**config.mk**
```make
export PLATFORM = sky130hd
export DESIGN_NAME = jarvis_sequencer_flat
export DESIGN_NICKNAME = d
export VERILOG_FILES = /design/src/rtl/jarvis_sequencer_if.sv /design/src/rtl/jarvis_sequencer.sv /design/src/flat_wrapper.sv
export SDC_FILE = /design/constraint.sdc
export NUM_CORES = 1
export LEC_CHECK = 0
export ABC_AREA = 1
export ABC_CLOCK_PERIOD_IN_PS = 2600
export BUFFER_PORTS_ARGS = -buffer_cell sky130_fd_sc_hd__buf_4
export CORE_AREA = 2 2 56 58
export CTS_BUF_LIST = sky130_fd_sc_hd__clkbuf_4
export CTS_CLUSTER_SIZE = 28
export DETAILED_ROUTE_END_ITERATION = 7
export DIE_AREA = 0 0 58 60
export PLACE_DENSITY = 0.65
export SYNTH_ARGS = -nofsm -noshare
export SYNTH_HDL_FRONTEND = slang
export SYNTH_SLANG_ARGS = --single-unit
```
**constraint.sdc**
```tcl
create_clock -name clk -period 2.6 [get_ports clk]
set_input_delay 0.52 -clock clk [delete_from_list [all_inputs] [get_ports clk]]
set_output_delay 0.52 -clock clk [all_outputs]
set_load 0.02 [all_outputs]
```
**src/rtl/jarvis_sequencer_if.sv**
```systemverilog
// Control/status bundle between the instruction sequencer and its datapath.
// The datapath side (master) drives the handshake inputs.
// The sequencer side (slave) drives the strobes and the status outputs.
interface jarvis_sequencer_if;
  logic        start;
  logic        halt_req;
  logic [4:0]  op_code;
  logic        mem_ready;
  logic        branch_taken;
  logic        pc_write;
  logic        ir_write;
  logic        mem_read;
  logic        mem_write;
  logic        mem_to_reg;
  logic        reg_dest;
  logic        reg_write;
  logic        alu_src;
  logic [1:0]  alu_op;
  logic        busy;
  logic        illegal_op;
  logic        retire;
  logic [2:0]  state;
  logic [15:0] instr_count;

  modport master (
    output start, halt_req, op_code, mem_ready, branch_taken,
    input  pc_write, ir_write, mem_read, mem_write, mem_to_reg, reg_dest,
    input  reg_write, alu_src, alu_op, busy, illegal_op, retire, state, instr_count
  );

  modport slave (
    input  start, halt_req, op_code, mem_ready, branch_taken,
    output pc_write, ir_write, mem_read, mem_write, mem_to_reg, reg_dest,
    output reg_write, alu_src, alu_op, busy, illegal_op, retire, state, instr_count
  );
endinterface

```
**src/rtl/jarvis_sequencer.sv**
```systemverilog
// Multi-cycle instruction sequencer: FETCH/DECODE/EXEC/MEM/WB with a sticky TRAP.
// Optional retirement counter enabled by defining JARVIS_SEQ_PERF_EN;
// without it instr_count is constant 0 and no counter flops exist.
module jarvis_sequencer (
  input logic clk,
  input logic rst_n,
  jarvis_sequencer_if.slave bus
);

  typedef enum logic [2:0] {
    IDLE   = 3'd0,
    FETCH  = 3'd1,
    DECODE = 3'd2,
    EXEC   = 3'd3,
    MEM    = 3'd4,
    WB     = 3'd5,
    TRAP   = 3'd7
  } state_t;

  state_t      state_q;
  state_t      state_d;
  state_t      next_instr;
  logic [4:0]  ir_op;
  logic        halt_flag;
  logic [1:0]  rst_sync;
  logic        run;

  logic is_reg, is_imm, is_load, is_store, is_branch, is_jump, is_nop, is_undef;

  logic       pc_write, ir_write, mem_read, mem_write;
  logic       mem_to_reg, reg_dest, reg_write, alu_src;
  logic [1:0] alu_op;
  logic       illegal_op, retire;

  // Reset release is re-timed so the FSM only starts two edges after rst_n rises
  always_ff @(posedge clk or negedge rst_n) begin
    if (!rst_n) rst_sync <= 2'b00;
    else        rst_sync <= {rst_sync[0], 1'b1};
  end

  assign run = rst_sync[1];

  // Classify the latched opcode into its instruction class
  always_comb begin
    is_jump   = (ir_op == 5'b00100);
    is_nop    = (ir_op == 5'b11111);
    is_load   = (ir_op == 5'b00001);
    is_store  = (ir_op == 5'b00010);
    is_undef  = (ir_op >= 5'b10110) && (ir_op <= 5'b11110);
    is_branch = (ir_op >= 5'b01110) && (ir_op <= 5'b10011);
    is_reg    = ir_op inside {5'b00000, 5'b01001, 5'b01011, 5'b01101, 5'b10100, 5'b10101};
    is_imm    = ir_op inside {5'b00011, 5'b00101, 5'b00110, 5'b00111, 5'b01000, 5'b01010, 5'b01100};
  end

  // A halt seen at any point of the current instruction parks the sequencer in IDLE
  assign next_instr = (halt_flag || bus.halt_req) ? IDLE : FETCH;

  // Next-state and strobe decode; only the FETCH/MEM handshake and branch result qualify strobes
  always_comb begin
    state_d    = state_q;
    pc_write   = 1'b0;
    ir_write   = 1'b0;
    mem_read   = 1'b0;
    mem_write  = 1'b0;
    mem_to_reg = 1'b0;
    reg_dest   = 1'b0;
    reg_write  = 1'b0;
    alu_src    = 1'b0;
    alu_op     = 2'b00;
    illegal_op = 1'b0;
    retire     = 1'b0;
    case (state_q)
      IDLE: begin
        if (bus.start) state_d = FETCH;
      end
      FETCH: begin
        mem_read = 1'b1;
        if (bus.mem_ready) begin
          ir_write = 1'b1;
          pc_write = 1'b1;
          state_d  = DECODE;
        end
      end
      DECODE: begin
        if (is_jump) begin
          pc_write = 1'b1;
          retire   = 1'b1;
          state_d  = next_instr;
        end else if (is_nop) begin
          retire  = 1'b1;
          state_d = next_instr;
        end else if (is_undef) begin
          state_d = TRAP;
        end else begin
          state_d = EXEC;
        end
      end
      EXEC: begin
        if (is_reg) begin
          alu_op  = 2'b01;
          alu_src = (ir_op == 5'b10101);
          state_d = WB;
        end else if (is_imm) begin
          alu_op  = 2'b10;
          alu_src = 1'b1;
          state_d = WB;
        end else if (is_load || is_store) begin
          alu_op  = 2'b00;
          alu_src = 1'b1;
          state_d = MEM;
        end else begin
          alu_op   = 2'b10;
          pc_write = bus.branch_taken;
          retire   = 1'b1;
          state_d  = next_instr;
        end
      end
      MEM: begin
        mem_read  = is_load;
        mem_write = !is_load;
        if (bus.mem_ready) begin
          if (is_load) begin
            state_d = WB;
          end else begin
            retire  = 1'b1;
            state_d = next_instr;
          end
        end
      end
      WB: begin
        reg_write  = 1'b1;
        retire     = 1'b1;
        reg_dest   = is_reg;
        mem_to_reg = is_load;
        state_d    = next_instr;
      end
      TRAP: begin
        illegal_op = 1'b1;
      end
      default: begin
        state_d = IDLE;
      end
    endcase
  end

  // State register, instruction latch and sticky halt request
  always_ff @(posedge clk or negedge rst_n) begin
    if (!rst_n) begin
      state_q   <= IDLE;
      ir_op     <= 5'b11111;
      halt_flag <= 1'b0;
    end else if (run) begin
      state_q <= state_d;
      if (state_q == FETCH && bus.mem_ready) ir_op <= bus.op_code;
      if (state_d == FETCH && state_q != FETCH) halt_flag <= 1'b0;
      else if (bus.halt_req)                    halt_flag <= 1'b1;
    end
  end

`ifdef JARVIS_SEQ_PERF_EN
  logic [15:0] count_q;

  // Retired-instruction counter; retire is never high in IDLE/TRAP so it holds there
  always_ff @(posedge clk or negedge rst_n) begin
    if (!rst_n)      count_q <= 16'd0;
    else if (retire) count_q <= count_q + 16'd1;
  end

  assign bus.instr_count = count_q;
`else
  assign bus.instr_count = 16'd0;
`endif

  assign bus.pc_write   = pc_write;
  assign bus.ir_write   = ir_write;
  assign bus.mem_read   = mem_read;
  assign bus.mem_write  = mem_write;
  assign bus.mem_to_reg = mem_to_reg;
  assign bus.reg_dest   = reg_dest;
  assign bus.reg_write  = reg_write;
  assign bus.alu_src    = alu_src;
  assign bus.alu_op     = alu_op;
  assign bus.illegal_op = illegal_op;
  assign bus.retire     = retire;
  assign bus.busy       = (state_q != IDLE) && (state_q != TRAP);
  assign bus.state      = state_q;

endmodule

```
**src/flat_wrapper.sv**
```systemverilog
// flat-port wrapper written by rule: the top's interface ports become plain ports
module jarvis_sequencer_flat 
  (clk, rst_n, bus_start, bus_halt_req, bus_op_code, bus_mem_ready, bus_branch_taken, bus_pc_write, bus_ir_write, bus_mem_read, bus_mem_write, bus_mem_to_reg, bus_reg_dest, bus_reg_write, bus_alu_src, bus_alu_op, bus_busy, bus_illegal_op, bus_retire, bus_state, bus_instr_count);
  jarvis_sequencer_if bus_i ();
  input logic clk;
  input logic rst_n;
  input wire logic [$bits(bus_i.start)-1:0] bus_start;
  input wire logic [$bits(bus_i.halt_req)-1:0] bus_halt_req;
  input wire logic [$bits(bus_i.op_code)-1:0] bus_op_code;
  input wire logic [$bits(bus_i.mem_ready)-1:0] bus_mem_ready;
  input wire logic [$bits(bus_i.branch_taken)-1:0] bus_branch_taken;
  output wire logic [$bits(bus_i.pc_write)-1:0] bus_pc_write;
  output wire logic [$bits(bus_i.ir_write)-1:0] bus_ir_write;
  output wire logic [$bits(bus_i.mem_read)-1:0] bus_mem_read;
  output wire logic [$bits(bus_i.mem_write)-1:0] bus_mem_write;
  output wire logic [$bits(bus_i.mem_to_reg)-1:0] bus_mem_to_reg;
  output wire logic [$bits(bus_i.reg_dest)-1:0] bus_reg_dest;
  output wire logic [$bits(bus_i.reg_write)-1:0] bus_reg_write;
  output wire logic [$bits(bus_i.alu_src)-1:0] bus_alu_src;
  output wire logic [$bits(bus_i.alu_op)-1:0] bus_alu_op;
  output wire logic [$bits(bus_i.busy)-1:0] bus_busy;
  output wire logic [$bits(bus_i.illegal_op)-1:0] bus_illegal_op;
  output wire logic [$bits(bus_i.retire)-1:0] bus_retire;
  output wire logic [$bits(bus_i.state)-1:0] bus_state;
  output wire logic [$bits(bus_i.instr_count)-1:0] bus_instr_count;
  assign bus_i.start = bus_start;
  assign bus_i.halt_req = bus_halt_req;
  assign bus_i.op_code = bus_op_code;
  assign bus_i.mem_ready = bus_mem_ready;
  assign bus_i.branch_taken = bus_branch_taken;
  assign bus_pc_write = bus_i.pc_write;
  assign bus_ir_write = bus_i.ir_write;
  assign bus_mem_read = bus_i.mem_read;
  assign bus_mem_write = bus_i.mem_write;
  assign bus_mem_to_reg = bus_i.mem_to_reg;
  assign bus_reg_dest = bus_i.reg_dest;
  assign bus_reg_write = bus_i.reg_write;
  assign bus_alu_src = bus_i.alu_src;
  assign bus_alu_op = bus_i.alu_op;
  assign bus_busy = bus_i.busy;
  assign bus_illegal_op = bus_i.illegal_op;
  assign bus_retire = bus_i.retire;
  assign bus_state = bus_i.state;
  assign bus_instr_count = bus_i.instr_count;
  jarvis_sequencer u_core (.clk(clk), .rst_n(rst_n), .bus(bus_i));
endmodule
```
[Yosys cells after proc, flatten, opt, wreduce, memory -nomap -nowiden]
Cells that the tools add are included.
Storage, ports and cells
  flip-flop bits (word level): 11
  bits of input ports: 11
  output and inout bits: 32
  logic and storage cells: 89
Cells by class
  order comparisons: 2
  equality and inequality tests: 25
  muxes and demuxes: 43
  reduce and logical (&&, ||, !) cells: 15
Operators by type and width (count)
  5-bit by 4-bit equality test with 1-bit output, second input constant: 6
  3-bit 2-to-1 mux: 10
  1-bit 2-to-1 mux: 25
  3-bit one-hot mux with 7 select lines: 1
  5-bit by 3-bit equality test with 1-bit output, second input constant: 4
  5-bit equality test, second input constant: 3
  5-bit by 2-bit equality test with 1-bit output, second input constant: 2
  3-bit equality test, second input constant: 3
  2-bit 2-to-1 mux: 4
  7-bit nonzero test: 1
  3-bit by 1-bit equality test with 1-bit output, second input constant: 2
  3-bit by 2-bit equality test with 1-bit output, second input constant: 2
  6-bit nonzero test: 1
  5-bit by 1-bit equality test with 1-bit output, second input constant: 1
  5-bit >= comparator, second input constant: 1
  5-bit less-or-equal comparator, second input constant: 1
  5-bit logical NOT: 1
  1-bit logical AND: 4
  1-bit one-hot mux with 4 select lines: 1
  2-bit AND reduction: 2
  3-bit logical NOT: 1
  3-bit by 1-bit != test with 1-bit output, second input constant: 1
  3-bit != test, second input constant: 1
  1-bit one-hot mux with 3 select lines: 1
  other kinds (5): 6

[Longest topological paths before layout]
  depth in word-level cells: 10
  gate-level depth with buffers: 10
  mapped depth without buffers: 10

[Worst setup path after synthesis]
No wires, ideal clock.
  kind: register -> output
  start point: reg u_core.state_q[0] (netlist: u_core.bus.state[0])
  end point: out bus_retire
  arrival: 1.413 ns
  required time: 2.080 ns
  path slack: 0.667 ns
  stages on the path, launching flop included: 6
  path buffers: 0
  cells stage by stage: dfrtp_1 > nor2_1 > nand2_1 > nor2_1 > a21oi_1 > nand2_1
Between the ends
  cells in the longest elaborated chain, start to end: 2
  elaborated cells on any way between the ends: 5
  those cells by class: 4 x eq/ne; 1 x mux
RTL lines
  start: declaration: line jarvis_sequencer.sv:20  | state_t state_q;
  start signal: assignment: line jarvis_sequencer.sv:153  | state_q <= state_d;
  3-bit equality test or 3-bit by 2-bit equality test with 1-bit output (tied branches): line jarvis_sequencer.sv:72  | case (state_q)
  1-bit one-hot mux with 4 select lines *: line jarvis_sequencer.sv:72
  end: declaration: line flat_wrapper.sv:23  | output wire logic [$bits(bus_i.retire)-1:0] bus_retire;
Mark *: on every way between the ends. The rest lies on a longest branch, timed or not.

[Worst setup path after layout]
  start point: reg u_core.ir_op[1]
  end point: out bus_pc_write
Between the ends
  cells in the longest elaborated chain, start to end: 6
  elaborated cells on any way between the ends: 24
  those cells by class: 15 x eq/ne; 5 x mux; 4 x reduce/logical
RTL lines
  start: declaration: line jarvis_sequencer.sv:23  | logic [4:0] ir_op;
  start signal: assignment: line jarvis_sequencer.sv:154  | if (state_q == FETCH && bus.mem_ready) ir_op <= bus.op_code;
  5-bit by 1-bit equality test with 1-bit output or 5-bit by 2-bit equality test with 1-bit output (tied branches): line jarvis_sequencer.sv:47, jarvis_sequencer.sv:48
  1-bit logical OR: line jarvis_sequencer.sv:107  | end else if (is_load || is_store) begin
  1-bit 2-to-1 mux: line jarvis_sequencer.sv:107
  1-bit 2-to-1 mux: line jarvis_sequencer.sv:103  | end else if (is_imm) begin
  1-bit 2-to-1 mux: line jarvis_sequencer.sv:99  | if (is_reg) begin
  1-bit one-hot mux with 3 select lines *: line jarvis_sequencer.sv:72
  end: declaration: line flat_wrapper.sv:12  | output wire logic [$bits(bus_i.pc_write)-1:0] bus_pc_write;
Marks and branches as above.

==> flow_summary.ini <==
[grt]
grt_pass1_vias = 839
grt_overflow = 0
track_usage_pct = 13.86
grt_max_degree = 12
grt_antenna_before_repair = 0
grt_pass1_wl_um = 3726

[critical_path]
worstSetupStartpointType = flip-flop
r2r-end = u_core.bus.state[0]$_DFFE_PN0P_
ff2ff_path_depth = 9
path_class = flip-flop to output port
rr_startpoint = u_core.ir_op[1]$_DFFE_PN1P_
worst_ep_required_time_ns = 2.08
arrival_ns = 1.82
startpoint = u_core.ir_op[1]$_DFFE_PN1P_
end_kind = output port
r2r_slack_ns = 1.01
crit_fanout = 5
crit_end = bus_pc_write

[cells_and_area]
antenna_cells = 0
area_growth_pct = 20.54
layout-drive-gt1-share_pct = 28.33
final_area_um2 = 1167
finalNetCount = 192
instances_no_fill = 213
utilization_pct = 40.22

[synthesis]
yosys-top-cells-area = dfrtp_1, dfstp_2, nand2_1
async_flop_share_pct = 100.0
synth-simple-area-share_pct = 38.63
ys_seq_elements = 11
synth_cells = 152
synth_fa_ha_area_share_pct = 0
yosysUniqueCellTypes = 21
syn_area_per_cell_um2 = 6.371
synthMuxAreaShare_pct = 0
synth_xor_area_share_pct = 0
synth_top_family_by_area = simple AND/OR/NAND/NOR gates
yosys_warnings = 0
synthFlopType = dfrtp_1
ys_seq_area_share_pct = 29.07
synth_top_area_share_pct = 15.50
synth_compound_area_share_pct = 12.14
synth-edff-count = 0
synth_top_cell_by_area = dfrtp_1
syn_area_um2 = 968.4

[clock_tree]
clkLatencyLatePin_ns = 0.27
post_cts_resized = 0
cts.clk_slew.worst_paths_ns = 0.07
cts_tree = yes
htree_levels = 1
clock_tree.root_cell = clkbuf_4
ctsHoldBuffers = 0
cts_setup_buffers = 0
cts_max_path_buffers = 2
clkSinkCount = 11
cts_made_buffers = 3

[sta]
hold_viol = 0
setup_viol = 0
clock_skew_ns = 0.001965
tns_ns = 0
min_period_over_period_pct = 89.97
fmax_ghz = 0.4275
rsz0062_at_grt = no
slew_violations = 0
period_needed_ns = 2.339

[floorplan]
die_height_um = 60
die_area_um2 = 3480
rows = 20
io_pins = 43
coreArea_um2 = 2903
start_util_pct = 33.36
die_w_um = 58

[place]
place.port_buffers = 26
dp_hpwl_um = 1840
dp.cells = 209
globalplace.congestion = 0.8713
placed_area_um2 = 1137

[power_and_ir_drop]
pwr-share-seq_pct = 27.9
switching_share_pct = 52.77
power_density_nw_per_um2 = 1170
p_int_mw = 0.6452
leakagePower_nw = 0.6532
ir_worst_vdd_uv = 444.0
p_sw_mw = 0.7207
pwr-share-clk_pct = 9.3
combinationalPowerShare_pct = 62.8

[flow_run]
maxCapViolCount = 0

[hold_path]
holdCritPathClass = primary input to asynchronous set/reset pin

[drt]
wl_per_cell_um = 10.34
routed_wl_um = 2203
vias = 982
antenna_left = 0
first_iter_violations = 32
via_per_inst = 4.610
drc = 0
drt_pass1_iterations = 4

[run_status]
status = finished clean
area by class of cell:
type | instances | area, um^2
Tap cell | 33 | 41.29
Timing Repair Buffer | 26 | 195.2
Inverter | 17 | 63.81
Fill cell | 321 | 1735
Multi-Input combinational cell | 122 | 555.5
Sequential cell | 11 | 281.5
Clock buffer | 4 | 30.03
power groups by stage:
| stage | Combinational, mW | Clock, mW | Sequential (mW) |
|---|---|---|---|
| 2_1_floorplan | 0.598 | 0 | 0.389 |
| 3_3_place_gp | 0.859 | 0 | 0.385 |
| 3_5_place_dp | 0.860 | 0 | 0.384 |
| 4_1_cts | 0.862 | 0.132 | 0.381 |
| 5_1_grt | 0.959 | 0.141 | 0.402 |
| 6_report | 0.858 | 0.127 | 0.382 |
cells by family after synthesis:
group	Yosys count
simple gates	82
buf+inv	34
flops	11
compound gates	23
other cells	2
synthesized netlist by cell type, types with 3 or more instances:
cell type / n
nand2_1: 35
nor2_1: 25
buf_4: 16
a21oi_1: 13
inv_1: 11
nand3_1: 9
dfrtp_1: 6
inv_2: 6
dfstp_2: 5
o21ai_0: 5
nand3_2: 3
o21ai_1: 3
stage by stage:
stage | power [mW] | hold slack [ns] | setup WS (ns)
floorplan | 0.9870 | 0.2244 | 0.6673
CTS | 1.375 | 0.06763 | 0.2614
global placement | 1.243 | 0.3339 | 0.5634
global route | 1.502 | 0.06222 | 0.1410
detailed placement | 1.244 | 0.3381 | 0.5687
finish | 1.366 | 0.07494 | 0.2608
worst max-delay path, stage by stage, from the launching register on:
cell and delay [ns]:
dfstp_2 0.55, inv_1 0.09, nand2_1 0.12, a21oi_1 0.07, nand2_1 0.07, nand2_1 0.11, nor3_2 0.24, a21oi_1 0.09
nand2_1 0.07, buf_4 0.14
how the worst min path moves through the flow:
stage                                                  to                          from  slack, ns  depth (start not counted)
after detailed placement     u_core.rst_sync[1]$_DFF_PN0_  u_core.rst_sync[0]$_DFF_PN0_       0.34                          0
after global placement       u_core.rst_sync[1]$_DFF_PN0_  u_core.rst_sync[0]$_DFF_PN0_       0.33                          0
after CTS                    u_core.halt_flag$_DFFE_PN0P_                         rst_n       0.07                          1
after floorplan           u_core.bus.state[0]$_DFFE_PN0P_                         rst_n       0.22                          0
final                        u_core.halt_flag$_DFFE_PN0P_                         rst_n       0.07                          1
after global routing         u_core.halt_flag$_DFFE_PN0P_                         rst_n       0.06                          1
metal layers:
layer,vias to the layer above,GRT usage [%],part of all wire (%)
met5,-,0,0
met4,0,4.983,1.2
li1,506,-,-
met3,4,2.597,8.9
met1,424,19.28,47
met2,48,21.43,43
state kept, by name, summed over array words and instances (netlist names):
| register | flops |
|---|---|
| u_core.halt_flag | 1 |
| u_core.rst_sync | 2 |
| u_core.bus.state | 3 |
| u_core.ir_op | 5 |
cells in the final DEF, fill, tap and decap left out, types with 3 or more instances in the layout:
master / synthesis / final
a21oi_1: 13 / 13
buf_4: 16 / 26
clkbuf_4: 0 / 4
conb_1: 2 / 17
dfrtp_1: 6 / 6
dfstp_2: 5 / 5
inv_1: 11 / 11
inv_2: 6 / 6
nand2_1: 35 / 35
nand3_1: 9 / 9
nand3_2: 3 / 3
nor2_1: 25 / 25
o21ai_0: 5 / 5
o21ai_1: 3 / 3
Power figures use the tool's default switching activity.
